File: config.mk
export PLATFORM = sky130hd
export DESIGN_NAME = regfile_mp
export DESIGN_NICKNAME = d
export VERILOG_FILES = /design/src/rtl/regfile_mp.sv
export SDC_FILE = /design/constraint.sdc
export NUM_CORES = 1
export LEC_CHECK = 0
export CAP_MARGIN = 10
export CORE_ASPECT_RATIO = 1.75
export CORE_MARGIN = 2
export CORE_UTILIZATION = 38
export DETAILED_ROUTE_END_ITERATION = 10
export SLEW_MARGIN = 25
export SYNTH_ARGS = -nofsm -noshare
export SYNTH_HDL_FRONTEND = slang
export SYNTH_SLANG_ARGS = --single-unit
File: constraint.sdc
create_clock -name i_clk -period 4.59 [get_ports i_clk]
set_input_delay 0.918 -clock i_clk [delete_from_list [all_inputs] [get_ports i_clk]]
set_output_delay 0.918 -clock i_clk [all_outputs]
set_load 0.02 [all_outputs]
File: src/rtl/regfile_mp.sv
// Multi-read-port register file with a hardwired-zero entry, write bypass and a sequential clear engine.
// Latency: reads are combinational; writes commit at the next rising edge; a clear sweep takes 2**ADDR_W cycles.
// Backpressure: o_wr_ready=0 (and o_busy=1) while a sweep runs; writes offered then are dropped and must be held.
//
// Ports:
//   i_clk       rising-edge clock
//   i_nrst      asynchronous active-low reset; forces a full clear sweep from entry 0
//   i_rd_addr   NUM_RD packed read addresses, port k at [k*ADDR_W +: ADDR_W]
//   o_rd_data   NUM_RD packed read data, port k at [k*DATA_W +: DATA_W] (combinational)
//   i_wr_en     write request
//   i_wr_addr   write address
//   i_wr_data   write data
//   o_wr_ready  write accepted this cycle (idle only)
//   i_clr_req   single-cycle pulse starting a clear sweep (ignored while one runs)
//   o_busy      clear sweep in progress
module regfile_mp #(
  parameter int DATA_W   = 32,
  parameter int ADDR_W   = 5,
  parameter int NUM_RD   = 2,
  parameter int ZERO_REG = 1,
  parameter int BYPASS   = 1
) (
  input  logic                     i_clk,
  input  logic                     i_nrst,
  input  logic [NUM_RD*ADDR_W-1:0] i_rd_addr,
  output logic [NUM_RD*DATA_W-1:0] o_rd_data,
  input  logic                     i_wr_en,
  input  logic [ADDR_W-1:0]        i_wr_addr,
  input  logic [DATA_W-1:0]        i_wr_data,
  output logic                     o_wr_ready,
  input  logic                     i_clr_req,
  output logic                     o_busy
);

  localparam int DEPTH = 1 << ADDR_W;

  typedef enum logic {
    ST_IDLE  = 1'b0,
    ST_CLEAR = 1'b1
  } state_t;

  state_t              r_state;
  state_t              w_state_nxt;
  logic [ADDR_W-1:0]   r_clr_ptr;
  logic [ADDR_W-1:0]   w_clr_ptr_nxt;
  logic [DATA_W-1:0]   r_mem [DEPTH];

  logic                w_wr_acc;
  logic                w_wr_store;
  logic                w_wr_to_zero;

  // Status flags decode the state register only, so there is no combinational path from inputs.
  assign o_busy     = (r_state == ST_CLEAR);
  assign o_wr_ready = (r_state == ST_IDLE);

  assign w_wr_acc     = i_wr_en & o_wr_ready;
  assign w_wr_to_zero = (ZERO_REG != 0) && (i_wr_addr == '0);
  // Writes to the hardwired-zero entry are accepted upstream but never stored.
  assign w_wr_store   = w_wr_acc & ~w_wr_to_zero;

  always_ff @(posedge i_clk or negedge i_nrst) begin
    if (!i_nrst) begin
      r_state   <= ST_CLEAR;
      r_clr_ptr <= '0;
    end else begin
      r_state   <= w_state_nxt;
      r_clr_ptr <= w_clr_ptr_nxt;
    end
  end

  always_comb begin
    w_state_nxt   = r_state;
    w_clr_ptr_nxt = r_clr_ptr;
    case (r_state)
      ST_IDLE: begin
        if (i_clr_req) begin
          w_state_nxt   = ST_CLEAR;
          w_clr_ptr_nxt = '0;
        end
      end
      ST_CLEAR: begin
        // Pointer wraps back to 0 on the last entry; i_clr_req is deliberately not looked at here.
        w_clr_ptr_nxt = r_clr_ptr + 1'b1;
        if (&r_clr_ptr) begin
          w_state_nxt = ST_IDLE;
        end
      end
      default: begin
        w_state_nxt   = ST_CLEAR;
        w_clr_ptr_nxt = '0;
      end
    endcase
  end

  // Storage has no reset so it can map to latch/RAM macros; the sweep is the only initialiser.
  // Sweep writes and accepted writes are mutually exclusive because writes are accepted only in idle.
  always_ff @(posedge i_clk) begin
    if (r_state == ST_CLEAR) begin
      r_mem[r_clr_ptr] <= '0;
    end else if (w_wr_store) begin
      r_mem[i_wr_addr] <= i_wr_data;
    end
  end

  for (genvar k = 0; k < NUM_RD; k++) begin : g_rd
    logic [ADDR_W-1:0] w_ra;
    logic              w_ra_zero;
    logic              w_ra_byp;

    assign w_ra      = i_rd_addr[k*ADDR_W +: ADDR_W];
    assign w_ra_zero = (ZERO_REG != 0) && (w_ra == '0);
    assign w_ra_byp  = (BYPASS != 0) && w_wr_acc && (i_wr_addr == w_ra);

    // Priority: sweep/reset, zero entry, bypass, array. Forcing 0 during the sweep keeps
    // never-initialised storage from leaking X before the first sweep completes.
    assign o_rd_data[k*DATA_W +: DATA_W] =
        (r_state == ST_CLEAR) ? '0 :
        w_ra_zero             ? '0 :
        w_ra_byp              ? i_wr_data :
                                r_mem[w_ra];
  end

endmodule

# ---- After elaboration in Yosys (flattened, before gate mapping)
# Memories as Yosys holds them, arrays and structs flattened.
# Cells that the tools add are included.
dict set report word_totals {
  ff_bits 6
  mem_bits_rw 1024
  inputBits 51
  output_inout_bits 66
  wordCells 37
  mem_count 1
}
dict set report op_classes {
  add_sub_neg 1
  n_eq_ne 3
  mux 19
  n_bitwise 4
  reduce_logical 7
}
# memory words width read_ports rd_ports_with_merged_regs wr line
set mem_list {}
lappend mem_list {r_mem 32 32 2 0 1 46} ;# logic [DATA_W-1:0] r_mem [DEPTH];
# cell n
set ops {}
lappend ops {{32-bit 2-to-1 mux} 7}
lappend ops {{32-bit OR reduction} 1}
lappend ops {{5-bit logical NOT} 3}
lappend ops {{5-bit == test} 2}
lappend ops {{5-bit 2-to-1 mux} 2}
lappend ops {{5-bit case mux with 2 select lines} 1}
lappend ops {{1-bit 2-to-1 mux} 8}
lappend ops {{5-bit by 1-bit adder with 5-bit output (second input constant)} 1}
lappend ops {{5-bit AND reduction} 1}
lappend ops {{1-bit bitwise AND} 2}
lappend ops {{1-bit logical AND} 2}
lappend ops {{2-bit by 1-bit != test with 1-bit output (second input constant)} 1}
lappend ops {{1-bit inverter} 2}
lappend ops {{1-bit case mux with 2 select lines} 1}

# ---- Depth between registers and ports, before layout
dict set report logic_depth {
  depth_word 8
  ltp_mapped 10
  mapped_depth_nobuf 5
}

# ---- Least setup slack after synthesis
# Ideal clock, no wire load.
dict set report synth_path {
  kind {input port to flip-flop}
  start {in i_wr_addr[4]}
  end {mem r_mem[4][0] (enable)}
  arrival_ns 4.272
  setup_slack_ns -0.143
  stages 5
  path_cell_list {clkbuf_1 > nor3_1 > a21oi_1 > mux2_2 > nor3_1}
}
dict set report synth_between {
  elab_chain_len 8
  word_cells_on_any_way 9
}
# item line
set synth_lines {}
lappend synth_lines {{start, declared} 28} ;# input logic [ADDR_W-1:0] i_wr_addr,
lappend synth_lines {{5-bit logical NOT} 57} ;# assign w_wr_to_zero = (ZERO_REG != 0) && (i_wr_addr == '0);
lappend synth_lines {{1-bit inverter} 59} ;# assign w_wr_store = w_wr_acc & ~w_wr_to_zero;
lappend synth_lines {{1-bit bitwise AND} 59}
lappend synth_lines {{1-bit 2-to-1 mux} 100} ;# end else if (w_wr_store) begin
lappend synth_lines {{1-bit 2-to-1 mux} 98} ;# if (r_state == ST_CLEAR) begin
lappend synth_lines {{1-bit 2-to-1 mux (not written as such)} 101} ;# r_mem[i_wr_addr] <= i_wr_data;
lappend synth_lines {{32-bit OR reduction (no line)} n/a}
lappend synth_lines {{5-bit 2-to-1 mux (no line) / 1-bit 2-to-1 mux (equally long branches)} n/a}
lappend synth_lines {{end, declared} 46}
# Parallel ways exist; a longest one is shown, timed or not.

# ---- Worst setup path after layout
dict set report layout_path {
  start {in i_wr_addr[1]}
  end {out o_rd_data[31]}
}
dict set report layout_between {
  elab_chain_len 5
}
# item line
set layout_lines {}
lappend layout_lines {{5-bit == test} 112} ;# assign w_ra_byp = (BYPASS != 0) && w_wr_acc && (i_wr_addr == w_ra);
lappend layout_lines {{1-bit logical AND} 112}
lappend layout_lines {{32-bit 2-to-1 mux} 119} ;# w_ra_byp ? i_wr_data :
lappend layout_lines {{32-bit 2-to-1 mux} 118} ;# w_ra_zero ? '0 :
lappend layout_lines {{32-bit 2-to-1 mux} 117} ;# (r_state == ST_CLEAR) ? '0 :
lappend layout_lines {{end, declared} 26} ;# output logic [NUM_RD*DATA_W-1:0] o_rd_data,
# No other way between the ends.

==> reports/qor.yml <==
io_pins: 117
power.share.combinational_pct: 19.5
outcome: "finished, final reports clean"
net_count_of_the_mapped_netlist: 2569
drt-pass1-iter-count: 5
synth_enable_flop_cells: 1024
critPathTopFamily: "buffers and inverters"
timing.final.crit_period_ps: 4520
port_buffers: 116
die_y_um: 478
hold-worst-slack_ps: 448
final_cell_mix: "sky130_fd_sc_hd__edfxtp_1, sky130_fd_sc_hd__mux4_2, sky130_fd_sc_hd__mux2i_1"
setup_viol: 0
yosys.area.top_type_share_pct: 63.1
placedInstanceArea_um2: 53600
synthCells: 2516
rr_startpoint: "o_busy"
finalHoldViolCount: 0
rsz0062_at_grt: "true"
slowest_delay_ps: 540
final.setup_skew_ps: 33.3
layout_net_count: 2787
cts_hold_repair.buffers: 0
wire_per_inst_um: 34.9
global_route_total_usage_across_every_layer_pct: 23.9
start_kind: "primary input"
critical_path.n_buffers_inverters: 4
worstPathCellList: "clkdlybuf4s50_1 > xnor2_1 > nand3_1 > o211ai_1 > buf_6 > buf_12 > a211oi_1 > a221o_1 > clkdlybuf4s50_1"
clkSinkCount: 1030
timing.critical_path.fanout_max: 10
postRouteAntennaNets: 0
mostFrequentLayoutCell: "sky130_fd_sc_hd__edfxtp_1"
cell_type_contributing_the_most_total_cell_area_after_synthesis: "sky130_fd_sc_hd__edfxtp_1"
area.growth.synth_to_final_pct: 16.8
clock_tree_from_tritoncts: "yes"
design.die.area_um2: 131000
avgViaCountPerCell: 6.40
timing.final.crit_share_pct: 98.5
critical_path.endpoint_type: "output pin"
drv_cap: 0
dominantRegCellSynth: "sky130_fd_sc_hd__edfxtp_1"
initial_antenna_violation_count: 4
vdd.ir_drop.worst_mv: 0.267
synthesis.area_um2: 48800
ys_ff_latch: 1030
hp-class: "primary input to asynchronous set/reset pin"
global_route.overflow_total: 0
first_iter_violations: 3175
synth.top_cells.by_area: "sky130_fd_sc_hd__edfxtp_1, sky130_fd_sc_hd__mux4_2, sky130_fd_sc_hd__mux2i_1"
htree_num_levels: 3
cellLeakagePower_nw: 18.6
synth-seq-area-share_pct: 63.4
reg2regPathDepth: 7
synth-async-reset-ratio_pct: 0.583
synth.yosys.warnings: 0
yosys.cell_types.count: 46
crit_path_frequent_cell: "sky130_fd_sc_hd__clkdlybuf4s50_1"
achievable-frequency_mhz: 221
cts_made_buffers: 94
floorplan.initialDensity_pct: 38.4
timing.reg2reg.setup_slack_ps: 1410
p_per_area_nw_per_um2: 438
finalMaxSlewViolations: 0
critical_path_depth: 9
worstPathRequired_ps: 3670
first_global_vias: 30600
clock_power_share_pct: 31.9
timing.critical_path.slowest_stage_cell: "sky130_fd_sc_hd__clkdlybuf4s50_1"
power_switching_mw: 7.07
tightestPinTransition_ps: 1110
insertion_delay_ps: 710
synthesis.area_per_instance_um2: 19.4
fin_area_um2: 57000
die_width_um: 275
grt_max_degree: 99
drc_errors: 0
p_int_mw: 17.9
seqPwrFrac_pct: 48.6
post_route_cells_drive_above_1_share_pct: 35.0
maxSlewHeadroom_pct: 26.0
critical_path.startpoint: "i_wr_addr[1]"
core_region_area_um2: 127000
worst_setup_path_endpoint: "o_rd_data[31]"
clk_pin_slew_worst_paths_ps: 70
route.final.wire_length_um: 156000
dp_hpwl_um: 91900
clk_path_buf_depth: 3
r2r_end: "r_mem[29][2]"
dr_total_vias: 28600
placement_rows: 173
power.switching_fraction_pct: 28.3
cts_root_buf: "sky130_fd_sc_hd__clkbuf_16"
global_route_wire_length_before_repair_um: 220000
crit_arrival_ps: 3600
timing_worst_setup_path_type: "primary input to output pin"
routabilityCongestion: 0.831
-- synth_stat cells (all sizes together), types with 7 or more instances --
| cell type | number |
|---|---|
| edfxtp | 1024 |
| mux4 | 485 |
| mux2i | 188 |
| buf | 118 |
| clkbuf | 91 |
| o21ai | 69 |
| a211oi | 65 |
| o22ai | 61 |
| nand2 | 44 |
| nor2 | 40 |
| and3 | 37 |
| mux2 | 36 |
| a21oi | 35 |
| nor2b | 34 |
| a221o | 32 |
| and2 | 32 |
| o211ai | 30 |
| a22oi | 29 |
| nand2b | 9 |
| nor3 | 7 |
| nor3b | 7 |
| xnor2 | 7 |
-- area by class of cell --
class                      count  area, µm²
antenna                        2       5.00
clock buffer                 111       2460
clock inverter                63        604
fill                       10600      70100
inverter                       4       15.0
multi-input combinational   1274      17200
sequential                  1030      30900
tap                         1662       2080
timing repair buffer         330       3710
-- through the flow --
step / util (%) / worst slack (ps) / std cells / power [mW] / TNS (ps)
floorplan: - / -143 / 2516 / 14.7 / -9150
global placement: 42.2 / -553 / 4289 / 17.0 / -9800
detailed placement: 42.2 / -445 / 4289 / 17.1 / -5580
CTS: 44.7 / -4.63 / 4470 / 25.1 / -4.63
global route: 44.8 / -41.2 / 4476 / 25.7 / -43.1
finish: 44.8 / 68.7 / 4476 / 25.0 / 0
-- routing by layer --
metal	GRT usage [%]	vias to the layer above	routed length (µm)
li1	-	11300	-
met1	28.7	15400	55000
met2	41.2	1562	80200
met3	4.12	408	12600
met4	12.0	0	8230
met5	0	-	0
-- worst min-delay path by stage --
stage,from,to,slack [ps],depth (start not counted)
after CTS,i_nrst,r_clr_ptr[0],400,1
after global placement,o_busy,o_busy,610,2
after floorplan,r_clr_ptr[0],r_clr_ptr[0],570,2
final,i_nrst,r_clr_ptr[3],450,1
after detailed placement,o_busy,o_busy,620,2
after global routing,i_nrst,r_clr_ptr[3],460,1
-- state kept, by name, summed over array words and instances (netlist names) --
name and cells:
r_mem 1024, o_busy 1, r_clr_ptr 5
-- power by group through the flow --
stage                     sequential, mW  combinational, mW  clock [mW]
after floorplan                     12.1               2.59           0
after global placement              12.2               4.78           0
after detailed placement            12.3               4.84           0
after CTS                           12.1               4.87        8.08
after global routing                12.2               5.06        8.41
final                               12.1               4.87        7.96
-- timing repair --
action | 4_1_cts | 5_1_grt
cloned | 1 | 0
endpoints found under the setup margin | 34 | 21
resized for setup | 23 | 24
pin swaps | 3 | 1
setup buffers | 6 | 3
-- cell families (layout without fill, tap and decap cells) --
| group | count (synthesis) | count (layout) | share of synthesized area (%) |
|---|---|---|---|
| AO/OA/AOI/OAI | 329 | 329 | 4.55 |
| XOR/XNOR | 12 | 12 | 0.216 |
| adder cells (fa/ha/maj) | 2 | 2 | 0.0513 |
| buffers and inverters | 213 | 508 | 2.28 |
| flip-flops | 1030 | 1030 | 63.4 |
| multiplexers | 709 | 709 | 27.1 |
| other | 0 | 2 | 0 |
| AND/OR/NAND/NOR | 221 | 222 | 2.39 |
No activity file was read; power rests on OpenSTA's default activity.
